`config.mk`:
```
export PLATFORM = sky130hd
export DESIGN_NAME = enc_cmd_arbiter
export DESIGN_NICKNAME = d
export VERILOG_FILES = /design/src/rtl/enc_pkg.sv /design/src/rtl/enc_rr_pick.sv /design/src/rtl/enc_cmd_arbiter.sv
export SDC_FILE = /design/constraint.sdc
export NUM_CORES = 1
export LEC_CHECK = 0
export ABC_AREA = 1
export ABC_CLOCK_PERIOD_IN_PS = 2000
export CAP_MARGIN = 20
export CORE_ASPECT_RATIO = 1.25
export CORE_MARGIN = 5
export CORE_UTILIZATION = 40
export CTS_CLUSTER_SIZE = 14
export DETAILED_ROUTE_END_ITERATION = 12
export PLACE_DENSITY = 0.79
export SKIP_CTS_REPAIR_TIMING = 1
export SLEW_MARGIN = 25
export SYNTH_ARGS = -nofsm -noshare
export SYNTH_HDL_FRONTEND = slang
export SYNTH_SLANG_ARGS = --single-unit
```
`constraint.sdc`:
```
create_clock -name clk -period 2 [get_ports clk]
set_input_delay 0.3 -clock clk [delete_from_list [all_inputs] [get_ports clk]]
set_output_delay 0.3 -clock clk [all_outputs]
set_load 0.1 [all_outputs]
```
`src/rtl/enc_pkg.sv`:
```
// enc_pkg: shared ENC28J60 command types and field widths for the command arbiter.
`default_nettype none

package enc_pkg;

  localparam int ENC_OPC_W  = 3;
  localparam int ENC_ADDR_W = 5;
  localparam int ENC_DATA_W = 8;

  typedef enum logic [ENC_OPC_W-1:0] {
    RCR = 3'd0,
    RBM = 3'd1,
    WCR = 3'd2,
    WBM = 3'd3,
    BFS = 3'd4,
    BFC = 3'd5,
    SRC = 3'd7
  } enc_opcode_e;

  typedef struct packed {
    enc_opcode_e             opcode;
    logic [ENC_ADDR_W-1:0]   addr;
    logic [ENC_DATA_W-1:0]   data;
  } enc_cmd_t;

  typedef enum logic [1:0] {
    S_IDLE  = 2'd0,
    S_ISSUE = 2'd1,
    S_WAIT  = 2'd2,
    S_DONE  = 2'd3
  } arb_state_e;

endpackage

`default_nettype wire

```
`src/rtl/enc_rr_pick.sv`:
```
// enc_rr_pick: combinational round-robin selector; scans from rr_ptr+1 and wraps.
`default_nettype none

module enc_rr_pick #(
  parameter int N_REQ = 3,
  parameter int IW    = $clog2(N_REQ)
) (
  input  logic [N_REQ-1:0] req,
  input  logic [IW-1:0]    rr_ptr,
  output logic [N_REQ-1:0] grant,
  output logic [IW-1:0]    idx,
  output logic             valid
);

  logic [IW-1:0] cand;

  always_comb begin
    grant = '0;
    idx   = '0;
    valid = 1'b0;
    cand  = '0;
    for (int k = 1; k <= N_REQ; k++) begin
      cand = IW'((int'(rr_ptr) + k) % N_REQ);
      if (!valid && req[cand]) begin
        grant[cand] = 1'b1;
        idx         = cand;
        valid       = 1'b1;
      end
    end
  end

endmodule

`default_nettype wire

```
`src/rtl/enc_cmd_arbiter.sv`:
```
// enc_cmd_arbiter: round-robin sharing of the enc_driver SPI command engine.
// Optional WAIT timeout abort is enabled by defining ENC_ARB_TIMEOUT_EN.
`default_nettype none

module enc_cmd_arbiter
  import enc_pkg::*;
#(
  parameter int N_REQ          = 3,
  parameter int TIMEOUT_CYCLES = 4096
) (
  input  logic                        clk,
  input  logic                        rst,
  input  logic [N_REQ-1:0]            req,
  input  logic [N_REQ*ENC_OPC_W-1:0]  req_opcode,
  input  logic [N_REQ*ENC_ADDR_W-1:0] req_addr,
  input  logic [N_REQ*ENC_DATA_W-1:0] req_data,
  output logic [N_REQ-1:0]            gnt,
  output logic [N_REQ-1:0]            done,
  output logic                        err,
  output logic                        busy,
  output logic                        run_req,
  input  logic                        end_flag,
  output logic [ENC_OPC_W-1:0]        opcode,
  output logic [ENC_ADDR_W-1:0]       write_addr,
  output logic [ENC_DATA_W-1:0]       write_data
);

  localparam int IW = $clog2(N_REQ);

  arb_state_e       state, state_nxt;
  logic [IW-1:0]    rr_ptr;
  logic [IW-1:0]    win_idx;
  logic [IW-1:0]    pick_idx;
  logic [N_REQ-1:0] pick_gnt;
  logic             pick_valid;
  logic             end_ok;
  logic             tmo_hit;
  enc_cmd_t         cmd_in [N_REQ];

  for (genvar i = 0; i < N_REQ; i++) begin : g_slice
    assign cmd_in[i] = {req_opcode[ENC_OPC_W*i +: ENC_OPC_W],
                        req_addr[ENC_ADDR_W*i +: ENC_ADDR_W],
                        req_data[ENC_DATA_W*i +: ENC_DATA_W]};
  end

  enc_rr_pick #(
    .N_REQ (N_REQ),
    .IW    (IW)
  ) u_pick (
    .req    (req),
    .rr_ptr (rr_ptr),
    .grant  (pick_gnt),
    .idx    (pick_idx),
    .valid  (pick_valid)
  );

  // run_req is registered, so it is high in the first WAIT cycle; end_flag is not trusted there.
  assign end_ok = (state == S_WAIT) && end_flag && !run_req;
  assign busy   = (state != S_IDLE);

`ifdef ENC_ARB_TIMEOUT_EN
  localparam int CW = $clog2(TIMEOUT_CYCLES + 1);
  logic [CW-1:0] wait_cnt;

  always_ff @(posedge clk) begin
    if (rst || state != S_WAIT) wait_cnt <= '0;
    else                        wait_cnt <= wait_cnt + 1'b1;
  end

  assign tmo_hit = (state == S_WAIT) && !end_ok && (wait_cnt == CW'(TIMEOUT_CYCLES - 1));
`else
  assign tmo_hit = 1'b0;
`endif

  always_comb begin
    state_nxt = state;
    case (state)
      S_IDLE:  if (pick_valid)        state_nxt = S_ISSUE;
      S_ISSUE:                        state_nxt = S_WAIT;
      S_WAIT:  if (end_ok || tmo_hit) state_nxt = S_DONE;
      S_DONE:                         state_nxt = S_IDLE;
      default:                        state_nxt = S_IDLE;
    endcase
  end

  always_ff @(posedge clk) begin
    if (rst) begin
      state      <= S_IDLE;
      rr_ptr     <= IW'(N_REQ - 1);
      win_idx    <= '0;
      gnt        <= '0;
      done       <= '0;
      err        <= 1'b0;
      run_req    <= 1'b0;
      opcode     <= '0;
      write_addr <= '0;
      write_data <= '0;
    end else begin
      state   <= state_nxt;
      run_req <= (state == S_ISSUE);
      done    <= '0;
      err     <= 1'b0;
      case (state)
        S_IDLE: if (pick_valid) begin
          gnt        <= pick_gnt;
          win_idx    <= pick_idx;
          opcode     <= cmd_in[pick_idx].opcode;
          write_addr <= cmd_in[pick_idx].addr;
          write_data <= cmd_in[pick_idx].data;
        end
        S_WAIT: if (end_ok || tmo_hit) begin
          done <= gnt;
          err  <= tmo_hit;
        end
        S_DONE: begin
          gnt    <= '0;
          rr_ptr <= win_idx;
        end
        default: ;
      endcase
    end
  end

endmodule

`default_nettype wire

```
==> flow_metrics.env, run 1 <==
export IMPL_crit_path_start_kind="flop"
export IMPL_hp_start="gnt[0]"
export IMPL_worstSetupStartpoint="rr_ptr[0]"
export IMPL_peakVddDrop_uv=1410
export IMPL_synth_edf_count=0
export IMPL_synth_compound_area_share_pct=16.15
export IMPL_rrSetupSlack_ns=-0.01
export IMPL_fin_cells=440
export IMPL_cp_required_ns=2.22
export IMPL_vias=2180
export IMPL_final_nets=439
export IMPL_std_cell_rows=29
export IMPL_fill_cells=416
export IMPL_insertion_delay_ns=0.28
export IMPL_clock_path_buffers=2
export IMPL_drtPass1Iterations=4
export IMPL_synth_cells=280
export IMPL_muxShareOfSynthArea_pct=0
export IMPL_synth_area_leaders="dfxtp_1, nand2_4, inv_1"
export IMPL_outcome="finished with violations"
export IMPL_synth_warnings=0
export IMPL_synth_net_count=342
export IMPL_cp_cell_sequence="inv_2 > ha_4 > o21ai_4 > nand2_8 > nand2_2 > nand2_1 > nand2_4 > nand2_4 > nor2_4 > nand3_1 > a21oi_2"
export IMPL_area_growth_pct=56.04
export IMPL_hp_class="reg -> reg"
export IMPL_yosys_area_share_simple_pct=38.77
export IMPL_pre_cts_ws_ns=-0.1342
export IMPL_yosysMostFrequentCell="inv_1"
export IMPL_die_h_um=91.46
export IMPL_place_hpwl_um=4483
export IMPL_hold_violations=0
export IMPL_clkSlewWorstSetupHoldPaths_ns=0.06
export IMPL_critPathArrivalTime_ns=2.23
export IMPL_crit_type="reg -> reg"
export IMPL_ios=79
export IMPL_r2r_end="write_addr[1]"
export IMPL_total_power_uw=5706
export IMPL_dieWidth_um=75.17
export IMPL_grt_pass1_wl_um=9059
export IMPL_gp_congestion=0.8169
export IMPL_violations="negative setup slack"
export IMPL_drtIter0Drc=84
export IMPL_grt_total_usage_pct=16.64
export IMPL_synth_common_cells="inv_1, dfxtp_1, nand2_1, nor2_1, a21oi_1"
export IMPL_synthXorXnorAreaFrac_pct=0
export IMPL_overflow=0
export IMPL_synth_adder_area_share_pct=4.714
export IMPL_cts_sinks=29
export IMPL_syn_area_sq_um=2123
export IMPL_path_max_fanout=6
export IMPL_timing_rr_start="rr_ptr[0]"
export IMPL_drc_errors=0
export IMPL_coreArea_sq_um=5116
export IMPL_final_util_pct=64.76
export IMPL_synth_top_family_by_area="simple AND/OR/NAND/NOR gates"
export IMPL_synth_flop_cell="dfxtp_1"
export IMPL_grt_start_max_net_pins=17
export IMPL_drt_wl_total_um=6091
export IMPL_maxCapViolations=0
export IMPL_ant_nets=0
export IMPL_detail_route_wl_per_cell_um=13.84
export IMPL_leakage_uw=0.001537
export IMPL_die_area_sq_um=6874
export IMPL_seq_area_sq_um=583.1
export IMPL_yosysTopAreaCellShare_pct=27.34
export IMPL_finClkSkew_ns=0.004999
export IMPL_grt_setup_unrepaired="yes"
export IMPL_setup_violations=4
export IMPL_drive_gt1_share_pct=34.92
export IMPL_ys_ff_latch=29
export IMPL_power_density_nw_per_um2=1722
export IMPL_synth_largest_area_cell="dfxtp_1"
export IMPL_hold_end="done[0]"
export IMPL_postSynthAreaPerCell_sq_um=7.583
export IMPL_antenna_found_initial=0
export IMPL_grt_pass1_vias=2109
export IMPL_setup_slack_ns=-0.01451
export IMPL_diodes=0
export IMPL_worst_path_largest_cell_delay_ns=0.34
export IMPL_ys_types=29
export IMPL_initial_core_util_pct=41.50
export IMPL_final_min_clock_period_ns=2.015
export IMPL_synth_seq_area_share_pct=27.34
export IMPL_holdPathStages=2
export IMPL_via_per_inst=4.955
export IMPL_multi_input_area_sq_um=1421
export IMPL_worstSetupEndpointType="flop"
export IMPL_numCtsBuffers=5
export IMPL_finalCritPeriodShare_pct=100.7
export IMPL_async_flop_share_pct=0
export IMPL_maxSlewViolCount=0
export IMPL_worst_path_most_repeated_cell="nand2_4"
export IMPL_numPlacedInstances=426
export IMPL_numPortBuffers=77
export IMPL_cts_htree_levels=2
export IMPL_clock_root_buffer="clkbuf_8"
export IMPL_cp_slowest_cell="dfxtp_2"
export IMPL_cts_tree="yes"
export IMPL_r2r_cells=11
export IMPL_clock_fmax_ghz=0.4964
## flip-flops by register name (all words and copies together) (netlist names)
signal and flops:
write_data 8, write_addr 5, done 3, gnt 3, opcode 3, rr_ptr 2, state 2, win_idx 2
run_req 1
## worst max path at each step
stage,endpoint,slack [ns],cells past startpoint
after CTS,write_data[0],-0.10,13
after floorplan,opcode[2],0.06,14
after detailed placement,opcode[1],-0.13,12
final,write_addr[1],-0.01,11
after global placement,write_data[0],-0.05,11
after global routing,write_addr[3],-0.09,11
## critical path, delay by kind of cell, from the launching register on
family / cells / cell delay (ns)
adders and majority gates: 1 / 0.26
AOI/OAI and AO/OA: 2 / 0.42
buffers and inverters: 1 / 0.05
DFF: 1 / 0.34
and+or+nand+nor: 7 / 0.88
## power breakdown
| group | switching, uW | total (uW) | internal [uW] |
|---|---|---|---|
| logic | 2950 | 4280 | 1330 |
| registers | 146 | 963 | 817 |
| clock network | 219 | 459 | 240 |
| total | 3320 | 5710 | 2390 |
## stage by stage
step	instance area (sq um)	TNS, ns	hold slack (ns)
floorplan	2123	0	0.3997
global placement	3007	-0.5557	0.4479
detailed placement	3007	-1.791	0.4470
CTS	3089	-1.158	0.4575
global route	3313	-0.9312	0.4822
finish	3313	-0.02978	0.4495
## layer usage
layer | wire length [um] | share of wire (%) | GRT usage, % | up-vias
met5 | 0 | 0 | 0 | -
met4 | 213 | 3.5 | 8.163 | 0
met3 | 437 | 7.2 | 4.530 | 21
met2 | 3275 | 54 | 29.72 | 85
met1 | 2164 | 36 | 17.23 | 977
li1 | - | - | - | 1097
## cells by family after synthesis
group                      Yosys count
other                                1
buffers and inverters               60
and+or+nand+nor                    123
AOI/OAI and AO/OA                   59
adders and majority gates            8
DFF                                 29
## area by class of cell
| type | count | area share, % |
|---|---|---|
| clock buffers | 6 | 2.190 |
| clock inverters | 2 | 0.3021 |
| inverters | 50 | 5.967 |
| multi-input cells | 193 | 42.90 |
| flip-flops and latches | 29 | 17.60 |
| well taps | 62 | 2.341 |
| repair buffers | 98 | 28.70 |
## cells in the final DEF (no fill, tap or decap)
master | netlist | final
a21oi_1 | 24 | 19
a21oi_2 | 10 | 15
buf_12 | 1 | 4
buf_4 | 3 | 37
buf_6 | 2 | 2
buf_8 | 0 | 1
clkbuf_1 | 1 | 1
clkbuf_16 | 0 | 1
clkbuf_8 | 0 | 5
clkdlybuf4s50_1 | 0 | 53
clkinv_2 | 0 | 2
conb_1 | 1 | 1
dfxtp_1 | 29 | 27
dfxtp_2 | 0 | 2
ha_1 | 8 | 5
ha_2 | 0 | 1
ha_4 | 0 | 2
inv_1 | 43 | 42
inv_2 | 6 | 4
inv_4 | 1 | 4
nand2_1 | 26 | 24
nand2_2 | 5 | 4
nand2_4 | 17 | 19
nand2_8 | 0 | 3
nand3_1 | 17 | 12
nand3_2 | 13 | 18
nand3_4 | 4 | 4
nand3b_1 | 11 | 11
nand4_1 | 3 | 3
nor2_1 | 25 | 25
nor2_4 | 2 | 2
o211a_1 | 1 | 1
o21ai_0 | 19 | 19
o21ai_1 | 3 | 2
o21ai_2 | 1 | 1
o21ai_4 | 0 | 1
o22ai_1 | 1 | 1
No activity file was read; power rests on OpenSTA's default activity.
==> run 2, diff against run 1 <==
ABC_CLOCK_PERIOD_IN_PS = 1630   (was 2000)
clock period = 1.63 ns   (was 2 ns; I/O delays follow)
==> run 2 against run 1 <==
  * The flow still finishes with violations (negative setup slack)
  * Maximum frequency fell by 0.33%
  * Die area is the same
  * Flip-flop and latch count is the same
  * Non-clock buffer count rose by 16
  * Global-route usage is 1.4 points higher
  * Clock power up 72%
  * Combinational power increased by 45%
  * Design area grew 15%
  * Critical path type unchanged
==> flow_metrics.env, run 2 (synthesis gave the netlist of run 1 again) <==
export IMPL_detail_route_wl_per_cell_um=15.19
export IMPL_grt_pass1_vias=2233
export IMPL_vias=2331
export IMPL_final_area_sq_um=3812
export IMPL_worstSetupEndpointType="flop"
export IMPL_leakage_uw=0.001732
export IMPL_maxSlewViolCount=0
export IMPL_hold_violations=0
export IMPL_cp_cell_sequence="inv_4 > ha_4 > inv_4 > nand2_4 > nand3_4 > nand2_8 > nand4_1 > nand2_8 > buf_12 > a21oi_1 > a21oi_2"
export IMPL_finClkSkew_ns=0.003437
export IMPL_fin_cells=456
export IMPL_p_switching_uw=4388
export IMPL_std_cell_rows=29
export IMPL_diodes=0
export IMPL_cts_sinks=29
export IMPL_pwr_share_clk_pct=9.5
export IMPL_fin_tns_setup_ns=-7.676
export IMPL_drc_errors=0
export IMPL_via_per_inst=5.112
export IMPL_ios=79
export IMPL_numCtsBuffers=5
export IMPL_ant_nets=0
export IMPL_area_growth_pct=79.55
export IMPL_pwr_share_seq_pct=15.6
export IMPL_cts_htree_levels=2
export IMPL_numPortBuffers=77
export IMPL_worst_path_largest_cell_delay_ns=0.35
export IMPL_outcome="finished with violations"
export IMPL_largest_register_ff_count=8
export IMPL_combPwrFrac_pct=74.9
export IMPL_die_h_um=91.46
export IMPL_insertion_delay_ns=0.29
export IMPL_drtIter0Drc=117
export IMPL_crit_buf_inv=3
export IMPL_coreArea_sq_um=5116
export IMPL_largest_registers="write_data (8), write_addr (5)"
export IMPL_crit_path_start_kind="flop"
export IMPL_violations="negative setup slack"
export IMPL_cts_tree="yes"
export IMPL_drive_gt1_share_pct=40.10
export IMPL_finalCritPeriodShare_pct=124.0
export IMPL_path_max_fanout=10
export IMPL_fill_cells=346
export IMPL_pre_cts_ws_ns=-0.3967
export IMPL_numPlacedInstances=432
export IMPL_dpl_instance_area_sq_um=3397
export IMPL_drtPass1Iterations=4
export IMPL_cp_required_ns=1.85
export IMPL_antenna_found_initial=0
export IMPL_clock_fmax_ghz=0.4947
export IMPL_peakVddDrop_uv=1434
export IMPL_grt_pass1_wl_um=9735
export IMPL_setup_slack_ns=-0.3913
export IMPL_power_density_nw_per_um2=2178
export IMPL_mostFrequentLayoutCells="clkdlybuf4s50_1, inv_1, buf_4, buf_12, dfxtp_1"
export IMPL_initial_core_util_pct=41.50
export IMPL_clock_root_buffer="clkbuf_8"
export IMPL_dieWidth_um=75.17
export IMPL_clock_path_buffers=2
export IMPL_top_register="write_data"
export IMPL_final_nets=455
export IMPL_die_area_sq_um=6874
export IMPL_grt_setup_unrepaired="yes"
export IMPL_hp_class="reg -> reg"
export IMPL_total_power_uw=8304
export IMPL_cp_slowest_cell="dfxtp_2"
export IMPL_overflow=0
export IMPL_cp_top_family="simple AND/OR/NAND/NOR gates"
export IMPL_maxCapViolations=0
export IMPL_p_int_uw=3916
export IMPL_p_sw_share_pct=52.84
export IMPL_crit_type="reg -> reg"
export IMPL_gp_congestion=0.8021
export IMPL_place_hpwl_um=4799
export IMPL_grt_start_max_net_pins=17
export IMPL_grt_total_usage_pct=18.03
export IMPL_drt_wl_total_um=6928
export IMPL_clkSlewWorstSetupHoldPaths_ns=0.07
export IMPL_final_min_clock_period_ns=2.021
export IMPL_setup_violations=23
export IMPL_mostFrequentLayoutCell="clkdlybuf4s50_1"
export IMPL_critPathArrivalTime_ns=2.24
## run 2: cell type report
cell class	instances	area (sq um)	share of cell area [%]
Clock inverter	1	30.03	0.7877
Sequential cell	29	585.6	15.36
Clock buffer	7	86.33	2.265
Inverter	50	200.2	5.251
Tap cell	62	77.57	2.035
Timing Repair Buffer	114	1364	35.77
Multi-Input combinational cell	193	1469	38.53
## run 2: worst paths after layout
path                  start            end  slack, ns  cells past startpoint
setup / recovery  rr_ptr[0]  write_data[1]      -0.39                     11
hold / removal       gnt[0]        done[0]       0.49                      2
setup reg to reg  rr_ptr[0]  write_data[1]      -0.39                     11
hold reg to reg      gnt[0]        done[0]       0.49                      2
## run 2: through the flow
step           hold slack, ns  util, %
6_report               0.4885    74.52
2_1_floorplan          0.3442        -
3_5_place_dp           0.4753    66.40
3_3_place_gp           0.4728    66.40
4_1_cts                0.4887    68.67
5_1_grt                0.5320    74.52
## run 2: power groups by stage
stage | clock network (uW) | logic [uW] | registers, uW
after global routing | 823 | 6520 | 1330
after global placement | 0 | 5530 | 1300
final | 789 | 6220 | 1300
after detailed placement | 0 | 5630 | 1310
after floorplan | 0 | 2120 | 2830
after CTS | 788 | 5660 | 1300
## run 2: worst min-delay path, cell delays in order (launching register included)
cell	delay, ns
dfxtp_1	0.35
inv_1	0.06
nor2_1	0.04
## run 2: per-layer routing
metal	share of wire (%)	global-route usage, %
met5	0	0
met4	5.0	7.580
met3	6.2	4.199
met2	55	34.30
met1	34	17.75
==> run 3, diff against run 2 <==
REMOVE_ABC_BUFFERS = 1   (was unset)
==> run 3 against run 2 <==
  * The flow still finishes with violations (negative setup slack)
  * Flip-flop and latch count unchanged
  * Non-clock buffer count decreased by 9
  * Clock-buffer cell count unchanged
  * Worst hold slack got worse by 0.0010 ns
  * Largest power group unchanged
  * Utilization decreased by 0.56 points
==> flow_metrics.env, run 3 (synthesis gave the netlist of run 1 again) <==
export IMPL_outcome="finished with violations"
export IMPL_violations="negative setup slack"
export IMPL_numPortBuffers=77
export IMPL_drive_gt1_share_pct=40.52
export IMPL_setup_slack_ns=-0.4597
export IMPL_crit_path_start_kind="flop"
export IMPL_hold_violations=0
export IMPL_holdWs_ns=0.4875
export IMPL_fin_cells=447
export IMPL_clock_root_buffer="clkbuf_8"
export IMPL_largest_register_ff_count=8
export IMPL_final_area_sq_um=3784
export IMPL_antenna_found_initial=0
export IMPL_peakVddDrop_uv=1458
export IMPL_numPlacedInstances=430
export IMPL_ios=79
export IMPL_clkSlewWorstSetupHoldPaths_ns=0.06
export IMPL_top_register="write_data"
export IMPL_crit_type="reg -> reg"
export IMPL_maxSlewViolCount=0
export IMPL_grt_setup_unrepaired="yes"
export IMPL_diodes=0
export IMPL_ant_nets=0
export IMPL_drtPass1Iterations=4
export IMPL_r2r_cells=12
export IMPL_largest_registers="write_data (8), write_addr (5)"
export IMPL_hp_start="gnt[2]"
export IMPL_hp_class="reg -> reg"
export IMPL_detail_route_wl_per_cell_um=16.57
export IMPL_place_hpwl_um=4814
export IMPL_gp_congestion=0.8225
export IMPL_cp_slowest_cell="dfxtp_2"
export IMPL_cts_sinks=29
export IMPL_grt_pass1_vias=2220
export IMPL_numCtsBuffers=5
export IMPL_initial_core_util_pct=41.50
export IMPL_coreArea_sq_um=5116
export IMPL_cts_tree="yes"
export IMPL_finClkSkew_ns=0.003887
export IMPL_maxCapViolations=0
export IMPL_overflow=0
export IMPL_cp_required_ns=1.86
export IMPL_power_density_nw_per_um2=2178
export IMPL_die_area_sq_um=6874
export IMPL_total_power_uw=8240
export IMPL_finalCritPeriodShare_pct=128.2
export IMPL_worstSetupEndpointType="flop"
export IMPL_area_growth_pct=78.20
export IMPL_clock_path_buffers=2
export IMPL_r2r_end="write_addr[2]"
export IMPL_hold_end="done[2]"
export IMPL_dpl_instance_area_sq_um=3374
export IMPL_rrSetupSlack_ns=-0.46
export IMPL_via_per_inst=5.257
export IMPL_setup_violations=23
export IMPL_leakage_uw=0.001670
export IMPL_clock_fmax_ghz=0.4785
export IMPL_grt_total_usage_pct=18.44
export IMPL_path_max_fanout=6
export IMPL_drc_errors=0
export IMPL_vias=2350
export IMPL_insertion_delay_ns=0.29
export IMPL_mostFrequentLayoutCell="clkdlybuf4s50_1"
export IMPL_final_min_clock_period_ns=2.090
export IMPL_drtIter0Drc=154
export IMPL_grt_start_max_net_pins=19
export IMPL_dieWidth_um=75.17
export IMPL_critPathArrivalTime_ns=2.32
export IMPL_die_h_um=91.46
export IMPL_mostFrequentLayoutCells="clkdlybuf4s50_1, inv_1, buf_12, dfxtp_1"
export IMPL_grt_pass1_wl_um=10020
export IMPL_cp_cell_sequence="inv_2 > ha_4 > inv_4 > nand2_4 > nand3_4 > nand3_1 > nand2_1 > inv_1 > nand3_2 > nor2_1 > nor2_1 > a21oi_2"
export IMPL_drt_wl_total_um=7406
export IMPL_final_nets=446
export IMPL_timing_rr_start="rr_ptr[0]"
export IMPL_holdPathStages=2
export IMPL_cts_htree_levels=2
export IMPL_std_cell_rows=29
export IMPL_worst_path_largest_cell_delay_ns=0.35
export IMPL_fin_tns_setup_ns=-6.600
export IMPL_worstSetupStartpoint="rr_ptr[0]"
export IMPL_worst_path_most_repeated_cell="nor2_1"
## run 3: cell types whose count changed in the layout (fill, tap and decap cells not counted), sizes merged
cell    before  now
clkbuf       8    7
bufinv       1    0
clkinv       0    1
buf         60   52
## run 3: through the flow
step | utilization [%] | setup WS, ns
6_report | 73.95 | -0.4597
3_5_place_dp | 65.96 | -0.4311
3_3_place_gp | 65.96 | -0.3556
5_1_grt | 73.95 | -0.5720
4_1_cts | 67.94 | -0.4584
2_1_floorplan | - | -0.3969
## run 3: critical path: cells and delay by family (launching register included)
family                   cells  cell delay [ns]
flip-flops                   1             0.35
AND/OR/NAND/NOR              7             0.98
adder cells (fa/ha/maj)      1             0.33
AO/OA/AOI/OAI                1             0.13
buffers and inverters        3             0.22
## run 3: layout make-up
class / instances / area [sq um]
clock inverters: 1 / 5.005
multi-input cells: 193 / 1489
fillers: 327 / 1333
flip-flops and latches: 29 / 585.6
well taps: 62 / 77.57
clock buffers: 7 / 96.34
repair buffers: 105 / 1333
inverters: 50 / 197.7
## run 3: worst max-delay path by stage
stage | to | slack, ns
after floorplan | write_data[0] | -0.40
after global placement | write_data[0] | -0.36
after detailed placement | write_data[0] | -0.43
after CTS | write_addr[0] | -0.46
after global routing | write_addr[2] | -0.57
final | write_addr[2] | -0.46
## run 3: power by group
part / internal, uW / total (uW) / switching (uW)
clock: 381 / 670 / 289
sequential: 1000 / 1320 / 316
combinational: 2400 / 6250 / 3850
## run 3: routing by layer
layer | track usage, % | vias up | wire [um]
met5 | 0 | - | 0
met4 | 9.475 | 0 | 251
met3 | 4.420 | 25 | 422
met2 | 32.05 | 83 | 4023
met1 | 20.05 | 1129 | 2708
li1 | - | 1113 | -
